File: src/rtl/threshold_arbiter.sv
// Shares one Threshold detector among NUM_CH channel counters. Each channel has a
// one-entry holding slot, and the slots are served round-robin. Results return as per-channel detect pulses.

module threshold_arbiter_slot #(
  parameter int W = 10
) (
  input  logic         clk,
  input  logic         rst,
  input  logic         cap,
  input  logic [W-1:0] val,
  input  logic         gnt,
  input  logic         ovr_clr,
  output logic         full,
  output logic [W-1:0] data,
  output logic         ovr
);
  logic         full_q, full_d;
  logic [W-1:0] data_q, data_d;
  logic         ovr_q, ovr_d;

  // A grant frees the slot in the same cycle, so a capture that coincides with a grant refills the slot.
  always_comb begin
    full_d = full_q;
    data_d = data_q;
    ovr_d  = ovr_clr ? 1'b0 : ovr_q;
    if (gnt) full_d = 1'b0;
    if (cap) begin
      if (full_q && !gnt) begin
        ovr_d = 1'b1;
      end else begin
        full_d = 1'b1;
        data_d = val;
      end
    end
  end

  always_ff @(posedge clk or negedge rst) begin
    if (!rst) begin
      full_q <= 1'b0;
      data_q <= '0;
      ovr_q  <= 1'b0;
    end else begin
      full_q <= full_d;
      data_q <= data_d;
      ovr_q  <= ovr_d;
    end
  end

  assign full = full_q;
  assign data = data_q;
  assign ovr  = ovr_q;
endmodule

module threshold_arbiter #(
  parameter int NUM_CH  = 4,
  parameter int W       = 10,
  parameter int DET_LAT = 2
) (
  input  logic                clk,
  input  logic                rst,
  input  logic [NUM_CH*W-1:0] ch_cntr,
  input  logic [NUM_CH-1:0]   ch_valid,
  input  logic                ovr_clr,
  output logic [W-1:0]        th_cntr,
  output logic                th_valid,
  input  logic                th_detect,
  output logic [NUM_CH-1:0]   detect,
  output logic [NUM_CH-1:0]   ch_overrun,
  output logic                busy
);
  localparam int IW = (NUM_CH > 1) ? $clog2(NUM_CH) : 1;
  localparam int CW = 4;
  localparam logic [IW:0] NCH = (IW+1)'(NUM_CH);

  localparam logic [1:0] S_IDLE  = 2'd0;
  localparam logic [1:0] S_ISSUE = 2'd1;
  localparam logic [1:0] S_WAIT  = 2'd2;

  logic [NUM_CH-1:0][W-1:0] slot_data;
  logic [NUM_CH-1:0]        slot_full;
  logic [NUM_CH-1:0]        gnt_vec;

  logic [1:0]        state_q, state_d;
  logic [CW-1:0]     cnt_q, cnt_d;
  logic [IW-1:0]     gnt_q, gnt_d;
  logic [IW-1:0]     ptr_q, ptr_d;
  logic [W-1:0]      th_cntr_q, th_cntr_d;
  logic              th_valid_q, th_valid_d;
  logic [NUM_CH-1:0] detect_q, detect_d;

  logic          pick_found;
  logic [IW-1:0] pick_idx;
  logic [IW:0]   pick_sum;
  logic          grant_en;

  for (genvar g = 0; g < NUM_CH; g++) begin : g_slot
    assign gnt_vec[g] = grant_en && (pick_idx == IW'(g));
    threshold_arbiter_slot #(.W(W)) u_slot (
      .clk     (clk),
      .rst     (rst),
      .cap     (ch_valid[g]),
      .val     (ch_cntr[g*W +: W]),
      .gnt     (gnt_vec[g]),
      .ovr_clr (ovr_clr),
      .full    (slot_full[g]),
      .data    (slot_data[g]),
      .ovr     (ch_overrun[g])
    );
  end

  // Round-robin pick: first full slot at or after ptr, wrapping.
  always_comb begin
    pick_found = 1'b0;
    pick_idx   = '0;
    pick_sum   = '0;
    for (int k = 0; k < NUM_CH; k++) begin
      pick_sum = {1'b0, ptr_q} + (IW+1)'(k);
      if (pick_sum >= NCH) pick_sum = pick_sum - NCH;
      if (!pick_found && slot_full[pick_sum[IW-1:0]]) begin
        pick_found = 1'b1;
        pick_idx   = pick_sum[IW-1:0];
      end
    end
  end

  assign grant_en = (state_q == S_IDLE) && pick_found;

  always_comb begin
    state_d    = state_q;
    cnt_d      = cnt_q;
    gnt_d      = gnt_q;
    ptr_d      = ptr_q;
    th_cntr_d  = th_cntr_q;
    th_valid_d = 1'b0;
    detect_d   = '0;
    case (state_q)
      S_IDLE: begin
        if (pick_found) begin
          th_cntr_d  = slot_data[pick_idx];
          th_valid_d = 1'b1;
          gnt_d      = pick_idx;
          ptr_d      = (pick_idx == IW'(NUM_CH-1)) ? '0 : pick_idx + 1'b1;
          state_d    = S_ISSUE;
        end
      end
      S_ISSUE: begin
        cnt_d   = '0;
        state_d = S_WAIT;
      end
      S_WAIT: begin
        // cnt_q reaches DET_LAT-1 exactly DET_LAT cycles after the issue cycle.
        if (cnt_q == CW'(DET_LAT-1)) begin
          if (th_detect) detect_d[gnt_q] = 1'b1;
          state_d = S_IDLE;
        end else begin
          cnt_d = cnt_q + 1'b1;
        end
      end
      default: state_d = S_IDLE;
    endcase
  end

  always_ff @(posedge clk or negedge rst) begin
    if (!rst) begin
      state_q    <= S_IDLE;
      cnt_q      <= '0;
      gnt_q      <= '0;
      ptr_q      <= '0;
      th_cntr_q  <= '0;
      th_valid_q <= 1'b0;
      detect_q   <= '0;
    end else begin
      state_q    <= state_d;
      cnt_q      <= cnt_d;
      gnt_q      <= gnt_d;
      ptr_q      <= ptr_d;
      th_cntr_q  <= th_cntr_d;
      th_valid_q <= th_valid_d;
      detect_q   <= detect_d;
    end
  end

  assign th_cntr  = th_cntr_q;
  assign th_valid = th_valid_q;
  assign detect   = detect_q;
  assign busy     = (state_q != S_IDLE) || (|slot_full);
endmodule

File: config.mk
export PLATFORM = sky130hd
export DESIGN_NAME = threshold_arbiter
export DESIGN_NICKNAME = d
export VERILOG_FILES = /design/src/rtl/threshold_arbiter.sv
export SDC_FILE = /design/constraint.sdc
export NUM_CORES = 1
export LEC_CHECK = 0
export BUFFER_PORTS_ARGS = -buffer_cell sky130_fd_sc_hd__clkbuf_2
export CAP_MARGIN = 20
export CORE_ASPECT_RATIO = 0.75
export CORE_MARGIN = 2
export CORE_UTILIZATION = 46
export DETAILED_ROUTE_END_ITERATION = 8
export PLACE_DENSITY = 0.74
export SLEW_MARGIN = 10
export SYNTH_ARGS = -nofsm -noshare
export SYNTH_HDL_FRONTEND = slang
export SYNTH_SLANG_ARGS = --single-unit
File: constraint.sdc
create_clock -name clk -period 2.45 [get_ports clk]
set_clock_uncertainty 0.15 [all_clocks]
set_input_delay 0.49 -clock clk [delete_from_list [all_inputs] [get_ports clk]]
set_output_delay 0.49 -clock clk [all_outputs]
set_load 0.01 [all_outputs]
==> reports/metrics.yaml <==
synth:
  synthCells: 376
  synth_top_area_cell: "dfrtp_1"
  ys.flop_type: "dfrtp_1"
  syn_avg_cell_area_sq_um: 9.90
  synthesis.nets: 427
  yosys-top-cells-area: "dfrtp_1 49%, nand2_1 5.9%, o22ai_2 3.4%"
  yosysWarnings: 0
  synth_area_sq_um: 3720
  seq_area_frac_synth_pct: 49.1
  synthArstFlopShare_pct: 100
  yosys.cell_types.count: 45
  synth_edf_count: 0
  synth_seq_cells: 73
  yosysTopAreaCellShare_pct: 49.1
placement:
  io_buffer_count: 67
  pre_cts_ws_ns: 0.0256
  hpwl_microns: 6530
  place.gp.congestion: 0.844
  placed_cells: 536
worst_setup_path:
  critPathTopFamily: "compound AO/OA/AOI/OAI gates"
  cpPeakStageDelay_ns: 0.66
  worst_setup_path_start_kind: "flip-flop"
  crit_slowest_cell: "o31a_1"
  worstPathArrival_ns: 2.39
  endpoint_kind: "flip-flop"
  crit_buf_inv: 1
  crit_chain: "buf_4, nor4_1, nand2b_1, o31a_1, o22ai_2"
  crit_fanout: 12
  critical_path_class: "flip-flop to flip-flop"
  crit_required_ns: 2.51
min_path:
  holdCritPathClass: "primary input to async pin"
power_and_ir_drop:
  power.leakage_uw: 0.00206
  total_power_uw: 6480
  peakVddDrop_mv: 0.757
  power_density_nw_per_um2: 1450
die:
  die_h_microns: 81.9
  rows: 28
  initial_utilization_pct: 47.2
  die_x_microns: 108
  io_pins: 68
  coreArea_sq_um: 7880
  dieArea_sq_um: 8840
sta:
  setup_viol: 0
  layout_setup_ws_ns: 0.114
  worst_pin_slew_ns: 0.760
  rsz0062_at_grt: "true"
  period_share_pct: 95.3
  final-hold-violation-count: 0
  maxSlewHeadroom_pct: 49.2
  finalMaxSlewViolations: 0
  period_minus_slack_ns: 2.34
  holdWs_ns: 0.00103
  fmax_ghz: 0.428
global_routing:
  use_met1_pct: 31.4
  use_met2_pct: 31.1
  grt_util_all_layers_pct: 21.5
  use_met3_pct: 4.76
  grt-ovfl-total: 0
  grt_pass1_vias: 2880
  antenna_found_initial: 0
  grt_max_degree: 74
  busiest_layer: "met1"
  grt_pass1_wl_microns: 14200
detailed_routing:
  wirelength_microns: 9270
  first_iter_violations: 237
  wl_per_cell_microns: 16.7
  final_antenna_net_count: 0
  firstDrtPassIters: 5
  viasPerCell: 5.71
  drc_errors: 0
  vias: 3164
final_layout:
  stdcell_count: 554
  area_growth_pct: 19.8
  layout-drive-gt1-share_pct: 33.6
  antenna_cells: 0
  finalNetCount: 495
job:
  cap_violations: 0
clock_network:
  clkSinkCount: 73
  cts_tree: "done"
  cts_buffer_depth: 2
  htreeDepth: 3
  cts-root-buf: "clkbuf_8"
  clkTransAtPathRegs_ns: 0.07
  cts_buffers: 9
  clock_latency_ns: 0.36
  ctsHoldBuffers: 0
run_status:
  outcome: "completed"
-- cell usage in the layout (no fill, tap or decap), drive strengths merged --
| master | n |
|---|---|
| a211oi | 20 |
| a21boi | 1 |
| a21o | 3 |
| a21oi | 6 |
| a22o | 3 |
| a31oi | 10 |
| and3b | 1 |
| buf | 23 |
| clkbuf | 78 |
| clkinv | 3 |
| clkinvlp | 2 |
| dfrtp | 73 |
| ha | 3 |
| inv | 23 |
| mux2 | 10 |
| mux2i | 11 |
| nand2 | 59 |
| nand2b | 7 |
| nand3 | 1 |
| nand4 | 10 |
| nand4b | 1 |
| nor2 | 14 |
| nor2b | 3 |
| nor3 | 21 |
| nor4 | 2 |
| o211ai | 2 |
| o21a | 1 |
| o21ai | 15 |
| o221ai | 1 |
| o22ai | 22 |
| o2bb2ai | 3 |
| o311ai | 10 |
| o31a | 1 |
| o31ai | 1 |
| or2 | 5 |
-- synth_stat cells, types with 11 or more instances --
master / number
nor3_1: 20
inv_1: 20
nand2_1: 59
nor2_1: 14
mux2i_1: 11
clkbuf_1: 14
a211oi_1: 11
dfrtp_1: 73
o22ai_1: 12
o21ai_0: 13
-- layer usage --
layer  part of all wire [%]  up-vias  wire length [microns]
li1                       -     1487                      -
met1                     46     1534                   4270
met2                     45      125                   4150
met3                    7.7       18                    715
met4                    1.4        0                    134
met5                      0        -                      0
-- registers in the layout, indices dropped and copies added (netlist names), 2 cells and up --
register	flops
cnt_q	4
detect	4
g_slot.u_slot.data	40
g_slot.u_slot.full	4
g_slot.u_slot.ovr	4
gnt_q	2
ptr_q	2
state_q	2
th_cntr	10
-- report_power, final --
part	internal [uW]	switching, uW
Combinational	1510	1970
Clock	417	450
Sequential	1740	394
-- worst reg2reg max path, delay by kind of cell, from the launching register on --
| kind | cells | cell delay [ns] |
|---|---|---|
| and+or+nand+nor | 2 | 0.63 |
| DFF | 1 | 0.40 |
| buffers and inverters | 1 | 0.16 |
| AOI/OAI and AO/OA | 2 | 0.85 |
-- timing repair --
item / CTS / global route
setup buffers: 0 / 1
setup endpoints to repair: 0 / 11
resized for setup: 0 / 5
-- final timing paths --
kind,startpoint,to,slack (ns),cells after the start
hold reg to reg,gnt_q[0],detect[2],0.35,1
setup / recovery,g_slot[3].u_slot.full,g_slot[2].u_slot.data[5],0.11,5
setup reg to reg,g_slot[3].u_slot.full,g_slot[2].u_slot.data[5],0.11,5
max in group asynchronous,rst,g_slot[3].u_slot.data[3],1.83,2
hold / removal,rst,state_q[1],0.001,2
min in group clk,ch_cntr[32],g_slot[3].u_slot.data[2],0.21,2
-- kinds of logic after synthesis --
family          Yosys count  share of synthesized area [%]
compound gates           99                           21.4
fa+ha+maj                 3                           1.01
flops                    73                           49.1
buf+inv                  56                           6.99
simple gates            124                           15.5
mux                      21                           5.98
-- stage by stage --
stage / setup TNS [ns] / cell area, sq um / utilization [%]
2_1_floorplan: 0 / 3730 / -
5_1_grt: -0.0468 / 4460 / 56.6
3_3_place_gp: 0 / 4210 / 53.5
3_5_place_dp: 0 / 4210 / 53.5
4_1_cts: 0 / 4400 / 55.8
6_report: 0 / 4460 / 56.6
-- cell type report --
type,instances,area [sq um]
fillers,671,3420
flip-flops and latches,73,1830
multi-input cells,247,1680
repair buffers,90,551
clock buffers,11,151
well taps,105,131
inverters,23,86.3
clock inverters,5,30.0
(Power assumes the default switching activity.)
